<file path="config.mk">
export PLATFORM = sky130hd
export DESIGN_NAME = wb_stage
export DESIGN_NICKNAME = d
export VERILOG_FILES = /design/src/rtl/wb_stage.sv
export SDC_FILE = /design/constraint.sdc
export NUM_CORES = 1
export LEC_CHECK = 0
export BUFFER_PORTS_ARGS = -buffer_cell sky130_fd_sc_hd__buf_2
export CAP_MARGIN = 20
export CORE_AREA = 2 2 85 87
export DETAILED_ROUTE_END_ITERATION = 12
export DIE_AREA = 0 0 87 89
export HOLD_SLACK_MARGIN = 0.02
export PLACE_DENSITY = 0.8
export SYNTH_ARGS = -nofsm -noshare
export SYNTH_HDL_FRONTEND = slang
export SYNTH_SLANG_ARGS = --single-unit
</file>
<file path="constraint.sdc">
create_clock -name clk -period 1.71 [get_ports clk]
set_input_delay 0.342 -clock clk [delete_from_list [all_inputs] [get_ports clk]]
set_output_delay 0.342 -clock clk [all_outputs]
set_load 0.01 [all_outputs]
</file>
<file path="src/rtl/wb_stage.sv">
// Write-back stage: accepts completed instructions from the memory stage, holds
// each for one cycle and drives the register-file write port plus a forwarding
// path. Optional retired-instruction counter enabled by `WB_RETIRE_CNT_EN.
module wb_stage #(
  parameter int BITSIZE = 32
) (
  input  logic               clk,
  input  logic               rstn_i,
  input  logic               halt_i,
  input  logic               valid_i,
  output logic               ack_o,
  input  logic [31:0]        instr_i,
  input  logic [BITSIZE-1:0] data_i,
  output logic               rf_we_o,
  output logic [4:0]         rf_waddr_o,
  output logic [BITSIZE-1:0] rf_wdata_o,
  output logic               fwd_valid_o,
  output logic [4:0]         fwd_rd_o,
  output logic [BITSIZE-1:0] fwd_data_o,
  output logic               illegal_o,
  output logic [63:0]        retired_o
);

  localparam logic [6:0] OPC_LOAD     = 7'b0000011;
  localparam logic [6:0] OPC_MISC_MEM = 7'b0001111;
  localparam logic [6:0] OPC_OP_IMM   = 7'b0010011;
  localparam logic [6:0] OPC_AUIPC    = 7'b0010111;
  localparam logic [6:0] OPC_STORE    = 7'b0100011;
  localparam logic [6:0] OPC_OP       = 7'b0110011;
  localparam logic [6:0] OPC_LUI      = 7'b0110111;
  localparam logic [6:0] OPC_BRANCH   = 7'b1100011;
  localparam logic [6:0] OPC_JALR     = 7'b1100111;
  localparam logic [6:0] OPC_JAL      = 7'b1101111;
  localparam logic [6:0] OPC_SYSTEM   = 7'b1110011;

  typedef struct packed {
    logic               valid;
    logic               we;
    logic               illegal;
    logic [4:0]         rd;
    logic [BITSIZE-1:0] data;
  } wb_entry_t;

  wb_entry_t  wb_q;
  logic       accept;
  logic       writes_rd;
  logic       dec_illegal;
  logic [4:0] dec_rd;
  logic       unused_instr;

  assign dec_rd       = instr_i[11:7];
  assign unused_instr = ^instr_i[31:12];

  // Gating with reset keeps ack low while the stage is held in reset even if
  // upstream is still presenting an instruction.
  assign accept = valid_i & ~halt_i & rstn_i;
  assign ack_o  = accept;

  // NOTE: every variable written here gets a default first so no latch is inferred.
  always_comb begin
    writes_rd   = 1'b0;
    dec_illegal = 1'b0;
    case (instr_i[6:0])
      OPC_LOAD, OPC_OP_IMM, OPC_AUIPC, OPC_OP,
      OPC_LUI, OPC_JALR, OPC_JAL:           writes_rd   = 1'b1;
      OPC_STORE, OPC_BRANCH,
      OPC_MISC_MEM, OPC_SYSTEM:             writes_rd   = 1'b0;
      default:                              dec_illegal = 1'b1;
    endcase
  end

  // NOTE: sequential state uses non-blocking assignments so every flop samples
  // pre-edge values regardless of block ordering.
  always_ff @(posedge clk or negedge rstn_i) begin
    if (!rstn_i) begin
      wb_q <= '0;
    end else if (!halt_i) begin
      if (valid_i) begin
        wb_q.valid   <= 1'b1;
        wb_q.we      <= writes_rd & (dec_rd != 5'd0);
        wb_q.illegal <= dec_illegal;
        wb_q.rd      <= dec_rd;
        wb_q.data    <= data_i;
      end else begin
        wb_q.valid <= 1'b0;
      end
    end
  end

  // Forwarding ignores halt so a stalled consumer still sees the pending value;
  // the write strobe is gated so a held entry is written exactly once.
  assign fwd_valid_o = wb_q.valid & wb_q.we;
  assign fwd_rd_o    = wb_q.rd;
  assign fwd_data_o  = wb_q.data;
  assign rf_we_o     = fwd_valid_o & ~halt_i;
  assign rf_waddr_o  = wb_q.rd;
  assign rf_wdata_o  = wb_q.data;
  assign illegal_o   = wb_q.valid & wb_q.illegal;

`ifdef WB_RETIRE_CNT_EN
  logic [63:0] retired_q;

  always_ff @(posedge clk or negedge rstn_i) begin
    if (!rstn_i) begin
      retired_q <= '0;
    end else if (accept) begin
      retired_q <= retired_q + 64'd1;
    end
  end

  assign retired_o = retired_q;
`else
  assign retired_o = '0;
`endif

endmodule

</file>
Word level (Yosys, flattened, before mapping)
Index checks and enable logic that the tools add are counted.
{"block": "word_totals", "regBits": 40, "input_bits": 68, "out_inout_bits": 142, "word_cells": 30}
{"block": "op_classes", "eq_ne": 11, "mux": 3, "bitwise": 7, "reduce_logical": 4}
{"operator": "$eq 7x7->1 const B", "count": 4}
{"operator": "$eq 7x6->1 const B", "count": 3}
{"operator": "$eq 7x5->1 const B", "count": 2}
{"operator": "$reduce_or 11->1", "count": 1}
{"operator": "$eq 7x2->1 const B", "count": 1}
{"operator": "$eq 7x4->1 const B", "count": 1}
{"operator": "$reduce_or 7->1", "count": 1}
{"operator": "$and 1x1->1", "count": 6}
{"operator": "$reduce_bool 5->1", "count": 1}
{"operator": "$mux 1", "count": 3}
{"operator": "$reduce_and 2->1", "count": 1}
{"operator": "$not 1->1", "count": 1}

Longest topological paths before layout
Gate-level depths: netlist (run 1).
{"block": "depth", "depth_word": 4, "mapped_depth": 5, "mapped_depth_nobuf": 4}

Worst setup path before layout (run 1)
No wires, ideal clock.
{"block": "synth_timing", "kind": "in2out", "startpoint": "input valid_i", "endpoint": "output ack_o", "t_arrival_ns": 0.838, "slack_ns": 0.530, "path_stages": 3, "cell_sequence": "nor2b_1 > buf_4 > and2_1"}
{"block": "synth_between", "elab_chain_cells": 2}
{"item": "start: declaration", "line": "10", "source": "input logic valid_i,"}
{"item": "$and 1x1->1 (2 in a row)", "line": "56", "source": "assign accept = valid_i & ~halt_i & rstn_i;"}
{"item": "end: declaration", "line": "11", "source": "output logic ack_o,"}
Every way passes these cells.

Worst setup path after layout (run 1)
{"block": "layout_timing", "startpoint": "register wb_q[39] (netlist name)", "endpoint": "output rf_we_o"}
{"block": "layout_between", "elab_chain_cells": 2}
{"item": "start: declaration", "line": "44", "source": "wb_entry_t wb_q;"}
{"item": "$and 1x1->1", "line": "92", "source": "assign fwd_valid_o = wb_q.valid & wb_q.we;"}
{"item": "$and 1x1->1", "line": "95", "source": "assign rf_we_o = fwd_valid_o & ~halt_i;"}
{"item": "end: declaration", "line": "14", "source": "output logic rf_we_o,"}
Every way passes these cells.

==> impl_metrics.toml, run 1 <==
[placed_design]
dp_hpwl_mm = 3.86
pre_cts_ws_ps = 318
placement.io_buffers = 125
gp_congestion = 0.663

[route]
drtIter0Drc = 34
ant_nets = 0
viasPerCell = 3.99
drt-total-wl_mm = 4.78
drt-wirelength-per-cell_um = 10.4
drc = 0
vias = 1832
first_pass_iters = 4

[sta]
whs_ps = 171
fmax_mhz = 693
fin_crit_sh_pct = 84.4
min_period_ps = 1440
setup_ws_ps = 267
rsz0062_at_grt = "no"
finalMaxSlewViolations = 0
finalClockSkew_ps = 0
tns_ps = 0
hold_viol_final = 0
finalSetupViolCount = 0

[clock_tree]
clkTransAtPathRegs_ps = 70
clockRootBuffer = "clkbuf_8"
ctsResizeCount = 0
clk_latency_ps = 280
post_cts_buffers = 0
cts_tree = "built"
clock_path_buffers = 2
holdBufCountCts = 0
htreeDepth = 2
cts_buffers = 5
cts_sinks = 40

[synthesis]
synth-seq-area-share_pct = 37.6
ys_types = 20
synth_warnings = 0
yosysTopAreaCell = "buf_4"
ys_top_cells_by_area = "buf_4, dfrtp_1, nand2_1, buf_2, nor2b_1"
synth_cells = 325
synth_area_per_cell_um2 = 8.20
yosysTopAreaCellShare_pct = 39.2
ys_ff_latch = 40
syn_area_um2 = 2660

[layout]
n_antenna_cell = 0
final_layout_size_suffix_gt1_share_pct = 36.4
layout_commonest_cell = "buf_2"
final_cell_mix = "buf_2, nand2_1, conb_1"
nets = 446
syn2layout_area_growth_pct = 0.517

[worst_setup_path]
worstReg2RegEnd = "wb_q[38]"
crit_start = "wb_q[39]"
worstRegToRegCells = 1
cp.required_ps = 1370
rr_startpoint = "wb_q[38]"
crit_end = "rf_we_o"
end_kind = "primary output"
cpPeakStageDelay_ps = 400
critPathArrivalTime_ps = 1100
reg2reg_slack_ps = 1020
critical_path_class = "register to primary output"
crit_fanout = 3
critical_path.slowest_cell = "dfrtp_1"
crit_chain = "and2_1 -> nor2b_1 -> buf_2"
crit_path_start_kind = "register"

[die]
pin_count = 210
fp-row-count = 30
core-area_um2 = 6720
start_util_pct = 39.6
die_h_um = 89
die_area_um2 = 7740
dieWidth_um = 87

[global_routing]
grt-ovfl-total = 0
grt_antenna_before_repair = 0
grt_pass1_vias = 1506
grt_first_pass_wirelength_mm = 6.90
grt_max_degree = 41
groute.usage.overall_pct = 11.7

[run]
drv_cap = 0

[power_and_ir_drop]
worst_ir_drop_vdd_mv = 0.304
p_leak_nw = 1.68
power.density_nw_per_um2 = 940

[status]
status = "finished clean"

[min_path]
hold_class = "input pin to async pin"
==> registers in the layout, indices dropped and copies added (netlist names) <==
| signal | count |
|---|---|
| fwd_data_o | 32 |
| fwd_rd_o | 5 |
| wb_q | 3 |
==> power by group <==
part           leakage, nW  switching (W)  internal, W
logic                 1.13       0.000392     0.000249
registers            0.495      0.0000795      0.00106
clock network       0.0552       0.000302     0.000433
total                 1.68       0.000773      0.00174
==> cells by family (layout without fill, tap and decap cells) <==
family / count (synthesis) / count (layout) / synth area share [%]
DFF: 40 / 40 / 37.6
AOI/OAI and AO/OA: 6 / 6 / 1.41
other: 1 / 64 / 0.141
and+or+nand+nor: 131 / 131 / 19.7
buffers and inverters: 147 / 138 / 41.1
==> layer usage <==
| layer | up-vias | GRT usage, % | part of all wire (%) |
|---|---|---|---|
| li1 | 887 | - | - |
| met1 | 815 | 12.8 | 37 |
| met2 | 124 | 22.0 | 51 |
| met3 | 6 | 2.59 | 11 |
| met4 | 0 | 4.26 | 1.5 |
| met5 | - | 0 | 0 |
==> worst min-delay path by stage <==
stage,start,endpoint,slack [ps]
detailed placement,fwd_data_o[10],fwd_data_o[10],480
floorplan,rstn_i,fwd_data_o[0],50
finish,rstn_i,fwd_data_o[30],170
global placement,fwd_data_o[28],fwd_data_o[28],470
CTS,rstn_i,fwd_data_o[29],200
global route,rstn_i,fwd_data_o[30],200
==> cells in the mapped netlist <==
master and n:
nor2b_1 4, nor2_1 3, and2_1 3, o21ai_1 1, nor3_1 1, nand2b_1 1
nand3_1 1, conb_1 1, o311ai_1 1, nor3b_1 1, buf_4 139, a22o_1 1
dfrtp_1 40, buf_2 6, buf_6 2, a21oi_1 2, nand4b_1 1, nand4_1 1
nand2_1 115, o21ai_0 1
==> critical path: cells and delay by family, from the launching register on <==
kind / cells / cell delay [ps]
buf+inv: 1 / 130
simple gates: 2 / 290
flops: 1 / 400
==> through the flow <==
| stage | power (W) | std cells | util [%] | area (µm²) |
|---|---|---|---|---|
| 2_1_floorplan | 0.00189 | 388 | - | 2900 |
| 3_3_place_gp | 0.00179 | 451 | 38.2 | 2570 |
| 3_5_place_dp | 0.00181 | 451 | 38.2 | 2570 |
| 4_1_cts | 0.00256 | 459 | 39.9 | 2680 |
| 5_1_grt | 0.00270 | 459 | 39.9 | 2680 |
| 6_report | 0.00252 | 459 | 39.9 | 2680 |
==> cell type report <==
type | count | area (µm²)
fill | 686 | 4040
timing repair buffer | 130 | 663
clock inverter | 2 | 35.0
clock buffer | 6 | 72.6
tap | 80 | 100
multi-input combinational | 201 | 806
sequential | 40 | 1000
No activity file was read; power rests on OpenSTA's default activity.
==> run 2, diff against run 1 <==
Settings changed: ABC_AREA set to 1, CORE_AREA 2 2 85 87 to 2 2 89 91, DIE_AREA 0 0 87 89 to 0 0 91 93, PLACE_DENSITY 0.8 to 0.78.
Clock period 1.71 ns to 1.3 ns, I/O delays scaled along.
==> run 2 against run 1 <==
Effect of this change:
- cell count increased by 10%
- clock skew did not move
- clock power up 55%
- non-clock buffer count is 2 lower
- final area rose by 5.4%
- largest power group unchanged
==> impl_metrics.toml, run 2 <==
[die]
core-area_um2 = 7530
dieWidth_um = 91
die_area_um2 = 8460
pin_count = 210
fp-row-count = 32
start_util_pct = 36.3
die_h_um = 93

[clock_tree]
ctsResizeCount = 0
htreeDepth = 2
cts_sinks = 40
clock_path_buffers = 2
clkTransAtPathRegs_ps = 70
clockRootBuffer = "clkbuf_8"
cts_tree = "built"
clk_latency_ps = 270
post_cts_buffers = 0
cts_buffers = 5

[worst_setup_path]
end_kind = "primary output"
crit_fanout = 3
rr_startpoint = "fwd_rd_o[2]"
reg2reg_slack_ps = 650
critical_path_class = "register to primary output"
critPathArrivalTime_ps = 930
cp.required_ps = 1040
crit_path_start_kind = "register"
worstRegToRegCells = 2
worstReg2RegEnd = "fwd_rd_o[2]"

[sta]
fin_crit_sh_pct = 91.5
finalSetupViolCount = 0
finalMaxSlewViolations = 0
setup_ws_ps = 111
finalClockSkew_ps = 0
hold_viol_final = 0
fmax_mhz = 841
min_period_ps = 1190
rsz0062_at_grt = "yes"
tns_ps = 0

[synthesis]
async_reset_ff_share_pct = 100
netlist_top_cells_count = "buf_4, nand2_1, dfrtp_1"
ys_top_cells_by_area = "buf_4, dfrtp_1, nand2_1, nor2_1, inv_1"
yosysTopAreaCellShare_pct = 38.7
synth_area_per_cell_um2 = 7.79
synth_cells = 351
synth-seq-area-share_pct = 36.6
synth-edff-count = 0
synth_warnings = 0
ys_types = 17
ys_ff_latch = 40
synthFlopType = "dfrtp_1"
syn_area_um2 = 2740
synth.most_common_cell = "buf_4"
yosysTopAreaCell = "buf_4"

[global_routing]
grt_max_degree = 41
grt_first_pass_wirelength_mm = 7.48
groute.usage.overall_pct = 10.9
grt_pass1_vias = 1641
grt_antenna_before_repair = 0
grt-ovfl-total = 0

[min_path]
hold_class = "input pin to async pin"

[layout]
n_antenna_cell = 0
final_cell_mix = "nand2_1, buf_2, conb_1"
nets = 472
layout_commonest_cell = "nand2_1"
fillers = 806
largest_reg_flops = 32
fin_area_um2 = 2820
final_layout_size_suffix_gt1_share_pct = 35.6
syn2layout_area_growth_pct = 3.20
final_core_util_pct = 37.5

[route]
route.met3.wl_um = 550
viasPerCell = 3.85
drt-total-wl_mm = 4.84
drt-wirelength-per-cell_um = 9.57
drtIter0Drc = 47
wl_met1_mm = 1.89
maxUsedRoutingLayer = "met4"
met2RoutedLength_mm = 2.36
drc = 0
vias = 1946
ant_nets = 0
first_pass_iters = 4

[placed_design]
dp_hpwl_mm = 3.87
pre_cts_ws_ps = 193
gp_congestion = 0.716
placement.io_buffers = 125
place_area_um2 = 2690

[power_and_ir_drop]
power.density_nw_per_um2 = 1240
worst_ir_drop_vdd_mv = 0.377
total_power_w = 0.00351
p_leak_nw = 1.80

[run]
drv_cap = 0

[status]
status = "finished clean"
run 2: area by class of cell:
class	count	area, µm²	share of cell area [%]
timing repair buffer	128	673	23.8
clock buffer	5	68.8	2.44
inverter	13	51.3	1.82
tap	102	128	4.52
clock inverter	2	60.1	2.13
sequential	40	1000	35.5
multi-input combinational	216	841	29.8
run 2: cell families (layout without fill, tap and decap cells):
family | after synthesis | count (layout) | share of synthesized area, %
buffers and inverters | 158 | 148 | 41.3
flip-flops | 40 | 40 | 36.6
AND/OR/NAND/NOR | 146 | 146 | 20.9
AO/OA/AOI/OAI | 6 | 6 | 1.10
other | 1 | 64 | 0.137
run 2: routing by layer:
metal | global-route usage [%] | up-vias
met2 | 19.4 | 128
met4 | 4.17 | 0
met1 | 12.7 | 864
met3 | 2.58 | 2
met5 | 0 | -
li1 | - | 952
run 2: critical path, cell delays in order, from the launching register on:
cell and delay, ps:
dfrtp_1 390, nand2_1 90, nor2_1 40, buf_2 130
run 2: how the worst max path moves through the flow:
stage	startpoint	end	slack, ps	cells after the start
5_1_grt	wb_q[39]	rf_we_o	-0.7	3
3_5_place_dp	halt_i	fwd_data_o[0]	190	7
2_1_floorplan	halt_i	ack_o	330	4
6_report	wb_q[39]	rf_we_o	110	3
4_1_cts	wb_q[39]	rf_we_o	100	3
3_3_place_gp	halt_i	fwd_data_o[0]	200	7
run 2: timing repair:
item / 4_1_cts / 5_1_grt
hold buffers: 0 / 0
endpoints found under the setup margin: 0 / 1
endpoints found under the hold margin: 0 / 0
run 2: where the power goes:
group | internal [W] | switching [W]
logic | 0.000340 | 0.000532
registers | 0.00140 | 0.000108
clock network | 0.000755 | 0.000382
run 2: through the flow:
stage	hold WS, ps	std cells
floorplan	-35.6	414
global placement	366	499
detailed placement	373	499
CTS	64.7	506
global route	86.7	506
finish	55.4	506
==> run 3, diff against run 2 <==
==> constraint.sdc (replaced) <==
create_clock -name clk -period 1.3 [get_ports clk]
set_input_delay 0.26 -clock clk [delete_from_list [all_inputs] [get_ports clk]]
set_output_delay 0.26 -clock clk [all_outputs]
set_load 0.005 [all_outputs]
==> run 3 against run 2 <==
Effect of this change:
- global-route usage shrank 0.17 points
- combinational power is 18% lower
- cell count unchanged
- critical path depth stayed put
- worst hold slack got worse by 8.0 ps
- largest power group unchanged
==> impl_metrics.toml, run 3 (synthesized netlist as in run 2, its figures left out) <==
[status]
status = "finished clean"

[layout]
layout_commonest_cell = "nand2_1"
largest_reg_flops = 32
syn2layout_area_growth_pct = 3.20
final_layout_size_suffix_gt1_share_pct = 35.6
fillers = 822
nets = 472
final_cell_mix = "nand2_1, buf_2, conb_1"
n_antenna_cell = 0

[global_routing]
grt_antenna_before_repair = 0
grt-ovfl-total = 0
grt_max_degree = 41
grt_first_pass_wirelength_mm = 7.36
grt_pass1_vias = 1595
groute.usage.overall_pct = 10.7

[sta]
finalClockSkew_ps = 0
tns_ps = 0
rsz0062_at_grt = "no"
whs_ps = 47.4
fin_crit_sh_pct = 90.8
hold_viol_final = 0
finalMaxSlewViolations = 0
min_period_ps = 1180
fmax_mhz = 847
finalSetupViolCount = 0

[worst_setup_path]
crit_path_start_kind = "register"
critPathArrivalTime_ps = 920
crit_chain = "nand2_1 -> nor2_1 -> buf_2"
cp.required_ps = 1040
cpPeakStageDelay_ps = 390
critical_path_class = "register to primary output"
critical_path.slowest_cell = "dfrtp_1"
crit_fanout = 3
end_kind = "primary output"

[die]
start_util_pct = 36.3
core-area_um2 = 7530
fp-row-count = 32
die_h_um = 93
pin_count = 210
die_area_um2 = 8460
dieWidth_um = 91

[route]
viasPerCell = 3.88
drt-total-wl_mm = 4.82
vias = 1962
first_pass_iters = 4
drt-wirelength-per-cell_um = 9.53
ant_nets = 0
drc = 0
drtIter0Drc = 71

[clock_tree]
clockRootBuffer = "clkbuf_8"
post_cts_buffers = 0
htreeDepth = 2
holdBufCountCts = 0
cts_buffers = 5
cts_tree = "built"
clk_latency_ps = 280
clock_path_buffers = 2
cts_sinks = 40
ctsResizeCount = 0
clkTransAtPathRegs_ps = 70

[power_and_ir_drop]
clockPowerShare_pct = 34.1
p_int_w = 0.00249
power.density_nw_per_um2 = 1190
pwr-share-seq_pct = 44.8
switchingPower_w = 0.000873
swShare_pct = 26.0
p_leak_nw = 1.80
combPwrFrac_pct = 21.1
worst_ir_drop_vdd_mv = 0.520

[placed_design]
gp_congestion = 0.716
placement.io_buffers = 125
dp_hpwl_mm = 3.85

[min_path]
hold_class = "input pin to async pin"

[run]
drv_cap = 0
run 3: critical path: cells and delay by family, from the launching register on:
family,cells,cell delay [ps]
buffers and inverters,1,120
flip-flops,1,390
AND/OR/NAND/NOR,2,130
run 3: final cells by class:
cell class	instances	area (µm²)	share of cell area, %
Sequential cell	40	1000	35.5
Multi-Input combinational cell	216	841	29.8
Timing Repair Buffer	128	673	23.8
Tap cell	102	128	4.52
Clock buffer	5	68.8	2.44
Clock inverter	2	60.1	2.13
Inverter	13	51.3	1.82
run 3: per-layer routing:
metal  track usage [%]  up-vias  routed length, µm
li1                  -      952                  -
met2              19.0      129               2290
met5                 0        -                  0
met1              12.6      876               1930
met4              4.17        0                 73
met3              2.50        5                524
run 3: final timing paths:
path	startpoint	end	slack (ps)	depth (start not counted)
max	wb_q[39]	rf_we_o	120	3
min in group clk	data_i[26]	fwd_data_o[26]	170	3
max in group asynchronous	rstn_i	fwd_data_o[12]	910	2
min	rstn_i	fwd_data_o[10]	50	2
min reg2reg	wb_q[37]	wb_q[37]	490	2
max reg2reg	fwd_rd_o[2]	fwd_rd_o[2]	650	2
run 3: power groups by stage:
| stage | Sequential, W | Combinational, W | Clock [W] |
|---|---|---|---|
| 3_3_place_gp | 0.00152 | 0.000706 | 0 |
| 6_report | 0.00150 | 0.000710 | 0.00115 |
| 5_1_grt | 0.00153 | 0.000805 | 0.00123 |
| 4_1_cts | 0.00151 | 0.000720 | 0.00118 |
| 3_5_place_dp | 0.00153 | 0.000718 | 0 |
| 2_1_floorplan | 0.00151 | 0.000821 | 0 |
run 3: stage by stage:
step	worst slack [ps]	total power [W]	area (µm²)	util (%)	instances
floorplan	396	0.00233	2970	-	414
global placement	190	0.00222	2690	35.8	499
detailed placement	176	0.00225	2690	35.8	499
CTS	110	0.00341	2820	37.5	506
global route	47.1	0.00357	2820	37.5	506
finish	120	0.00336	2820	37.5	506
